**config.mk**
```make
export PLATFORM = sky130hd
export DESIGN_NAME = alu_exec_unit
export DESIGN_NICKNAME = d
export VERILOG_FILES = /design/src/rtl/alu_pkg.sv /design/src/rtl/ALU.sv /design/src/rtl/alu_regfile.sv /design/src/rtl/alu_exec_unit.sv
export SDC_FILE = /design/constraint.sdc
export NUM_CORES = 1
export LEC_CHECK = 0
export CAP_MARGIN = 10
export CORE_MARGIN = 4
export CORE_UTILIZATION = 50
export CTS_BUF_LIST = sky130_fd_sc_hd__clkbuf_8 sky130_fd_sc_hd__clkbuf_16
export DETAILED_ROUTE_END_ITERATION = 6
export GPL_TIMING_DRIVEN = 0
export PLACE_DENSITY = 0.68
export REMOVE_ABC_BUFFERS = 1
export SYNTH_ARGS = -nofsm -noshare
export SYNTH_HDL_FRONTEND = slang
export SYNTH_SLANG_ARGS = --single-unit
```
**constraint.sdc**
```tcl
create_clock -name clk -period 3.2 [get_ports clk]
set_clock_uncertainty 0.15 [all_clocks]
set_input_delay 0.32 -clock clk [delete_from_list [all_inputs] [get_ports clk]]
set_output_delay 0.32 -clock clk [all_outputs]
set_load 0.01 [all_outputs]
```
**src/rtl/alu_pkg.sv**
```systemverilog
// Shared definitions for the execution stage: opcodes, widths and FSM states.
package alu_pkg;

  localparam int DATA_W     = 4;
  localparam int REG_ADDR_W = 3;
  localparam int REG_CNT    = 8;

  localparam logic [2:0] OP_ADD  = 3'b000;
  localparam logic [2:0] OP_SUB  = 3'b001;
  localparam logic [2:0] OP_AND  = 3'b010;
  localparam logic [2:0] OP_OR   = 3'b011;
  localparam logic [2:0] OP_XOR  = 3'b100;
  localparam logic [2:0] OP_NAND = 3'b101;
  localparam logic [2:0] OP_NOR  = 3'b110;
  localparam logic [2:0] OP_SLT  = 3'b111;

  typedef enum logic {S_IDLE, S_EXEC} state_t;

endpackage

```
**src/rtl/ALU.sv**
```systemverilog
// Purely combinational 4-bit ALU with a zero flag; arithmetic wraps modulo 16.
module ALU (
  input  logic [3:0] a,
  input  logic [3:0] b,
  input  logic [2:0] op,
  output logic [3:0] result,
  output logic       zero
);
  import alu_pkg::*;

  always_comb begin
    result = '0;
    case (op)
      OP_ADD:  result = a + b;
      OP_SUB:  result = a - b;
      OP_AND:  result = a & b;
      OP_OR:   result = a | b;
      OP_XOR:  result = a ^ b;
      OP_NAND: result = ~(a & b);
      OP_NOR:  result = ~(a | b);
      OP_SLT:  result = {3'b000, (a < b)};
      default: result = '0;
    endcase
  end

  assign zero = (result == 4'd0);

endmodule

```
**src/rtl/alu_regfile.sv**
```systemverilog
// Register file: one synchronous write port, three asynchronous read ports.
module alu_regfile #(
  parameter int REG_CNT = 8,
  parameter int DATA_W  = 4,
  parameter int ADDR_W  = 3
) (
  input  logic              clk,
  input  logic              rst,
  input  logic              we,
  input  logic [ADDR_W-1:0] waddr,
  input  logic [DATA_W-1:0] wdata,
  input  logic [ADDR_W-1:0] raddr1,
  input  logic [ADDR_W-1:0] raddr2,
  input  logic [ADDR_W-1:0] raddr3,
  output logic [DATA_W-1:0] rdata1,
  output logic [DATA_W-1:0] rdata2,
  output logic [DATA_W-1:0] rdata3
);

  logic [DATA_W-1:0] mem [REG_CNT];

  // Each register has its own reset so the whole file clears asynchronously.
  generate
    for (genvar gi = 0; gi < REG_CNT; gi++) begin : g_reg
      always_ff @(posedge clk or posedge rst) begin
        if (rst) begin
          mem[gi] <= '0;
        end else if (we && (waddr == ADDR_W'(gi))) begin
          mem[gi] <= wdata;
        end
      end
    end
  endgenerate

  assign rdata1 = mem[raddr1];
  assign rdata2 = mem[raddr2];
  assign rdata3 = mem[raddr3];

endmodule

```
**src/rtl/alu_exec_unit.sv**
```systemverilog
// Two-state execution stage: latch operands on accept, run the ALU, write back
// the result on the following edge and pulse done.
module alu_exec_unit #(
  parameter int REG_CNT = 8,
  parameter int DATA_W  = 4
) (
  input  logic              clk,
  input  logic              rst,
  input  logic              instr_valid,
  output logic              instr_ready,
  input  logic [2:0]        instr_op,
  input  logic [2:0]        instr_rd,
  input  logic [2:0]        instr_rs1,
  input  logic [2:0]        instr_rs2,
  input  logic              ld_en,
  input  logic [2:0]        ld_addr,
  input  logic [DATA_W-1:0] ld_data,
  input  logic [2:0]        dbg_addr,
  output logic [DATA_W-1:0] dbg_data,
  output logic              done,
  output logic [DATA_W-1:0] res_data,
  output logic              res_zero,
  output logic              busy
);
  import alu_pkg::*;

  state_t                  state;
  logic [2:0]              op_reg;
  logic [REG_ADDR_W-1:0]   rd_reg;
  logic [DATA_W-1:0]       a_reg;
  logic [DATA_W-1:0]       b_reg;
  logic [DATA_W-1:0]       rs1_data;
  logic [DATA_W-1:0]       rs2_data;
  logic [DATA_W-1:0]       alu_result;
  logic                    alu_zero;
  logic                    rf_we;
  logic [REG_ADDR_W-1:0]   rf_waddr;
  logic [DATA_W-1:0]       rf_wdata;
  logic                    in_exec;

  assign in_exec     = (state == S_EXEC);
  assign instr_ready = (state == S_IDLE);
  assign busy        = in_exec;

  // Writeback owns the port in EXEC, external loads own it in IDLE.
  assign rf_we    = in_exec | ld_en;
  assign rf_waddr = in_exec ? rd_reg     : ld_addr;
  assign rf_wdata = in_exec ? alu_result : ld_data;

  alu_regfile #(
    .REG_CNT (REG_CNT),
    .DATA_W  (DATA_W),
    .ADDR_W  (REG_ADDR_W)
  ) u_regfile (
    .clk    (clk),
    .rst    (rst),
    .we     (rf_we),
    .waddr  (rf_waddr),
    .wdata  (rf_wdata),
    .raddr1 (instr_rs1),
    .raddr2 (instr_rs2),
    .raddr3 (dbg_addr),
    .rdata1 (rs1_data),
    .rdata2 (rs2_data),
    .rdata3 (dbg_data)
  );

  ALU u_alu (
    .a      (a_reg),
    .b      (b_reg),
    .op     (op_reg),
    .result (alu_result),
    .zero   (alu_zero)
  );

  always_ff @(posedge clk or posedge rst) begin
    if (rst) begin
      state    <= S_IDLE;
      op_reg   <= '0;
      rd_reg   <= '0;
      a_reg    <= '0;
      b_reg    <= '0;
      done     <= 1'b0;
      res_data <= '0;
      res_zero <= 1'b0;
    end else begin
      done <= 1'b0;
      case (state)
        S_IDLE: begin
          if (instr_valid) begin
            // Operands are the pre-edge register values, even if a load lands now.
            op_reg <= instr_op;
            rd_reg <= instr_rd;
            a_reg  <= rs1_data;
            b_reg  <= rs2_data;
            state  <= S_EXEC;
          end
        end
        S_EXEC: begin
          res_data <= alu_result;
          res_zero <= alu_zero;
          done     <= 1'b1;
          state    <= S_IDLE;
        end
        default: state <= S_IDLE;
      endcase
    end
  end

endmodule

```
# Word-level counts from Yosys, hierarchy flattened
# Cells that the tools add are included.
# totals
inputBits	26
ff_bits	53
wordCells	73
# op_classes
n_lt_le_gt_ge	4
add_sub_neg	2
eq_ne	14
bitwise	10
n_mux	15
reduce_logical	12
# op_table
operator	n
$bmux 4 s3	3
$pmux 4 s8	1
$mux 4	7
$eq 3x3->1 const B	8
$eq 3x2->1 const B	4
$ge 4x4->1 const B	3
$not 3->4	3
$logic_and 1x1->1	8
$not 4->4	2
$eq 3x1->1 const B	2
$logic_not 3->1	2
$add 4x4->4	1
$and 4x4->4	1
$logic_not 4->1	1
$lt 4x4->1	1
$or 4x4->4	1
$sub 4x4->4	1
$xor 4x4->4	1
$mux 3	1
$mux 1	2
$pmux 1 s2	1
$reduce_and 2->1	1
$not 1->1	1
$or 1x1->1	1

# Logic depth before layout (Yosys ltp)
# depth
word_depth	4
mapped_depth	8
depth_no_buf	8

# Cells and area by module
# Synthesis repeated with hierarchy kept, for this count alone.
# unflattened
cells_unflattened	266
hier_area_um2	3627.2
# by_module_without_submodules
module	cells_per_inst	area_per_inst_um2	n_inst
alu_regfile	115	2069.5	1
alu_exec_unit	67	915.9	1
ALU	84	641.9	1

# Worst setup path before layout
# Ideal clock, no wire load.
# synth_timing
path_type	reg-to-reg
from	register a_reg[0]
to	register u_regfile.mem[21] (netlist name)
slack_ns	0.769
synth_period_minus_slack_ns	2.431
t_required_ns	2.925
path_stages_with_launch	8
t_arrival_ns	2.156
n_path_buf	0
setup_ns	0.125
path_cell_list	dfrtp_1 -> inv_1 -> ha_1 -> fa_1 -> mux2i_1 -> mux4_2 -> mux2_4 -> mux2_2
# synth_between
elab_chain_len	3
word_cells_on_any_way	4
classes_between	add/sub: 2; mux: 2
# synth_lines
element	line	text
start, declared	alu_exec_unit.sv:30	logic [DATA_W-1:0] a_reg;
start signal, assigned	alu_exec_unit.sv:94	a_reg <= rs1_data;
$sub 4x4->4 / $add 4x4->4 (equally long branches)	ALU.sv:15, ALU.sv:14	
$pmux 4 s8 (*)	ALU.sv:13	case (op)
$mux 4 (*)	alu_exec_unit.sv:48	assign rf_wdata = in_exec ? alu_result : ld_data;
end signal, assigned by index	alu_regfile.sv:29	mem[gi] <= wdata;
end, declared	alu_regfile.sv:20	logic [DATA_W-1:0] mem [REG_CNT];
# Mark *: on every way between the ends. The rest lies on a longest branch, timed or not.
# A chain may end at the register's enable or synchronous reset.

# Worst setup path after layout
# layout_timing
from	input dbg_addr[0]
to	output dbg_data[3]
# layout_between
elab_chain_len	4
# layout_lines
element	line	text
start, declared	alu_exec_unit.sv:18	input logic [2:0] dbg_addr,
$not 3->4 (not written as such)	alu_regfile.sv:37	assign rdata3 = mem[raddr3];
$bmux 4 s3	alu_regfile.sv:37	
$mux 4 (not written as such) (2 in series)	alu_regfile.sv:37	
end, declared	alu_exec_unit.sv:19	output logic [DATA_W-1:0] dbg_data,
# Every way passes these cells. The select of a mux whose other input is x is not followed.

==> run_results.csv <==
group,metric,value,unit
outcome,outcome,"finished, final reports clean",
clock_tree,cts_tree,"built",
setup_path,crit_arrival,2530,ps
route,drt_iter0_drc,143,
sta,fmax,333,MHz
route,firstDrtPassIters,5,
setup_path,worstReg2RegStart,"a_reg[0]",
sta,setup_viol,0,
setup_path,endpoint,"dbg_data[3]",
synth,yosysTopAreaCell,"dfrtp_1",
setup_path,startpoint,"dbg_addr[0]",
setup_path,cp_cell_sequence,"clkdlybuf4s50_1 > mux4_2 > mux2_2 > clkdlybuf4s50_1",
power,clkPwrFrac,11.3,%
route,wl_per_cell,18.4,microns
clock_tree,clkLatencyLatePin,300,ps
clock_tree,cts_made_buffers,5,
power,seq_power_share,40.1,%
route,final_antenna_net_count,0,
setup_path,cpPeakStageDelay,850,ps
power,p_leak,1.67,nW
power,sw_frac_of_total,36.4,%
placement,io_buffers,37,
layout,drive_gt1_share,22.6,%
power,vdd_drop_max,0.000332,V
die,die_area,0.00846,sq mm
synth,ys_warn_count,0,
die,die_h,92.0,microns
layout,syn_to_final_growth,13.9,%
synth,ys_seq_area_share,37.6,%
route,finalWirelength,7710,microns
synth,synthMostInstantiatedCell,"dfrtp_1",
power,power_density,779,mW/mm^2
global_route,gr-usage-all-layers,19.1,%
sta,post-route-period-util,93.8,%
sta,rsz0062_at_grt,"no",
clock_tree,cts_sinks,53,
route,vias_per_cell,5.71,
setup_path,path_class,"input port to output port",
clock_tree,htreeDepth,2,
setup_path,cpMaxStageDelayCell,"clkdlybuf4s50_1",
sta,timing.final.ws_setup,199,ps
synth,synth_top_area_share,37.6,%
power,power_switching,1.14,mW
global_route,grt_pass1_wl,12600,microns
synth,postSynthAreaPerCell,11.7,sq um
die,io_pins,38,
layout,largest_register_ffs,32,
global_route,antenna_found_initial,0,
synth,ys_types,51,
setup_path,reg2reg_depth,8,
synth,synth_enable_flop_cells,0,
route,drc,0,
global_route,grt_max_degree,42,
synth,synthArstFlopShare,100,%
placement,hpwl,5610,microns
clock_tree,clockBufferDepth,2,
synth,synth_common_cells,"dfrtp_1, mux2_2, mux4_2",
layout,regMostFlops,"u_regfile.mem",
sta,setup_tns,0,ps
synth,synth-seq-cells,53,
placement,place_area,0.00393,sq mm
sta,tightest_slew,833,ps
job,cap_violations,0,
sta,worst_slew_margin_rel,44.3,%
sta,fin_crit,3000,ps
clock_tree,path_clk_slew,90,ps
synth,syn_area,0.00352,sq mm
global_route,grt_pass1_vias,2464,
clock_tree,ctsResizeCount,0,
setup_path,start_kind,"input port",
setup_path,end_kind,"output port",
die,fp.dieW,92.0,microns
die,initial_utilization,51.6,%
sta,slew_violations,0,
setup_path,rrSetupSlack,280,ps
clock_tree,root_buffer,"clkbuf_8",
hold_path,hold_path_class,"input port to asynchronous set/reset pin",
global_route,gr-total-overflow,0,
sta,finalHoldViolCount,0,
setup_path,worstPathMaxFanout,8,
route,vias,2392,
setup_path,required,2730,ps
clock_tree,cts-hold-fix-buffers,0,
setup_path,r2r_end,"u_regfile.mem[8]",
clock_tree,post_cts_buffers,0,
layout,stdcell_area,0.00401,sq mm
layout,finalNetCount,362,
layout,n_antenna_cell,0,
synth,syn_inst,300,
layout,nFillCells,590,
power,combPwrFrac,48.6,%
die,coreArea,0.00683,sq mm
placement,gp_congestion,0.857,
power,p_int,1.99,mW
synth,netlist_top_cells_area,"dfrtp_1, mux4_2, mux2_2",
placement,dpl_worst_slack,163,ps
die,num_rows,30,
synth,synthFlopType,"dfrtp_1",
setup_path,cpMostUsedCell,"clkdlybuf4s50_1",
cell type report:
type                            count  area (sq um)  area share, %
Clock buffer                        5          68.8           1.71
Timing Repair Buffer               38           390           9.73
Clock inverter                      3          11.3          0.281
Tap cell                           96           120           2.99
Inverter                           17          63.8           1.59
Multi-Input combinational cell    207          2030           50.7
Sequential cell                    53          1330           33.0
cell usage in the layout, fill, tap and decap left out, drive strengths merged, types with 2 or more instances in the layout:
| master | synthesis | final |
|---|---|---|
| a21oi | 7 | 7 |
| a31oi | 5 | 5 |
| a32oi | 2 | 2 |
| and2 | 3 | 3 |
| and3 | 2 | 2 |
| and3b | 2 | 2 |
| clkbuf | 14 | 5 |
| clkdlybuf4s50 | 0 | 37 |
| dfrtp | 53 | 53 |
| fa | 2 | 2 |
| ha | 12 | 12 |
| inv | 17 | 20 |
| mux2 | 36 | 36 |
| mux2i | 17 | 17 |
| mux4 | 25 | 25 |
| nand2 | 19 | 19 |
| nand2b | 4 | 4 |
| nor2 | 16 | 16 |
| nor2b | 3 | 3 |
| nor3 | 5 | 5 |
| nor3b | 3 | 3 |
| o21ai | 18 | 18 |
| o21bai | 2 | 2 |
| o31ai | 3 | 3 |
| or2 | 3 | 3 |
per-layer routing:
metal  vias to the layer above  track usage, %  share of wire [%]
met2                        46            33.9                 52
met1                      1198            25.2                 43
met5                         -               0                  0
met4                         0            4.33                1.0
li1                       1142               -                  -
met3                         6            2.38                3.6
critical path, delay by kind of cell:
| kind | cells | cell delay (ps) |
|---|---|---|
| multiplexers | 2 | 870 |
| buffers and inverters | 2 | 1340 |
power groups by stage:
stage / combinational (mW) / sequential (mW) / clock, mW
4_1_cts: 1.54 / 1.25 / 0.365
2_1_floorplan: 1.11 / 1.19 / 0
3_3_place_gp: 1.50 / 1.24 / 0
3_5_place_dp: 1.54 / 1.26 / 0
5_1_grt: 1.68 / 1.30 / 0.388
6_report: 1.52 / 1.25 / 0.354
cell families (layout without fill, tap and decap cells):
logic type,Yosys count,in the layout,share of synthesized area [%]
AO/OA/AOI/OAI,48,48,9.23
multiplexers,78,78,32.9
AND/OR/NAND/NOR,65,65,9.62
XOR/XNOR,2,2,0.497
buffers and inverters,40,63,4.69
adder cells (fa/ha/maj),14,14,5.40
flip-flops,53,53,37.6
worst min path at each step:
stage | startpoint | end | cells after the start
after global placement | res_data[2] | res_data[2] | 2
after CTS | rst | rd_reg[2] | 2
after detailed placement | res_zero | res_zero | 1
after global routing | rst | rd_reg[1] | 2
final | rst | rd_reg[1] | 2
after floorplan | instr_op[0] | op_reg[0] | 1
stage by stage:
stage	std cells	util, %	hold slack (ps)	total power [mW]
finish	419	58.8	125	3.13
global route	419	58.8	143	3.37
CTS	419	58.8	123	3.15
detailed placement	411	57.6	340	2.80
global placement	410	57.3	321	2.74
floorplan	277	-	321	2.30
(Power assumes the default switching activity.)
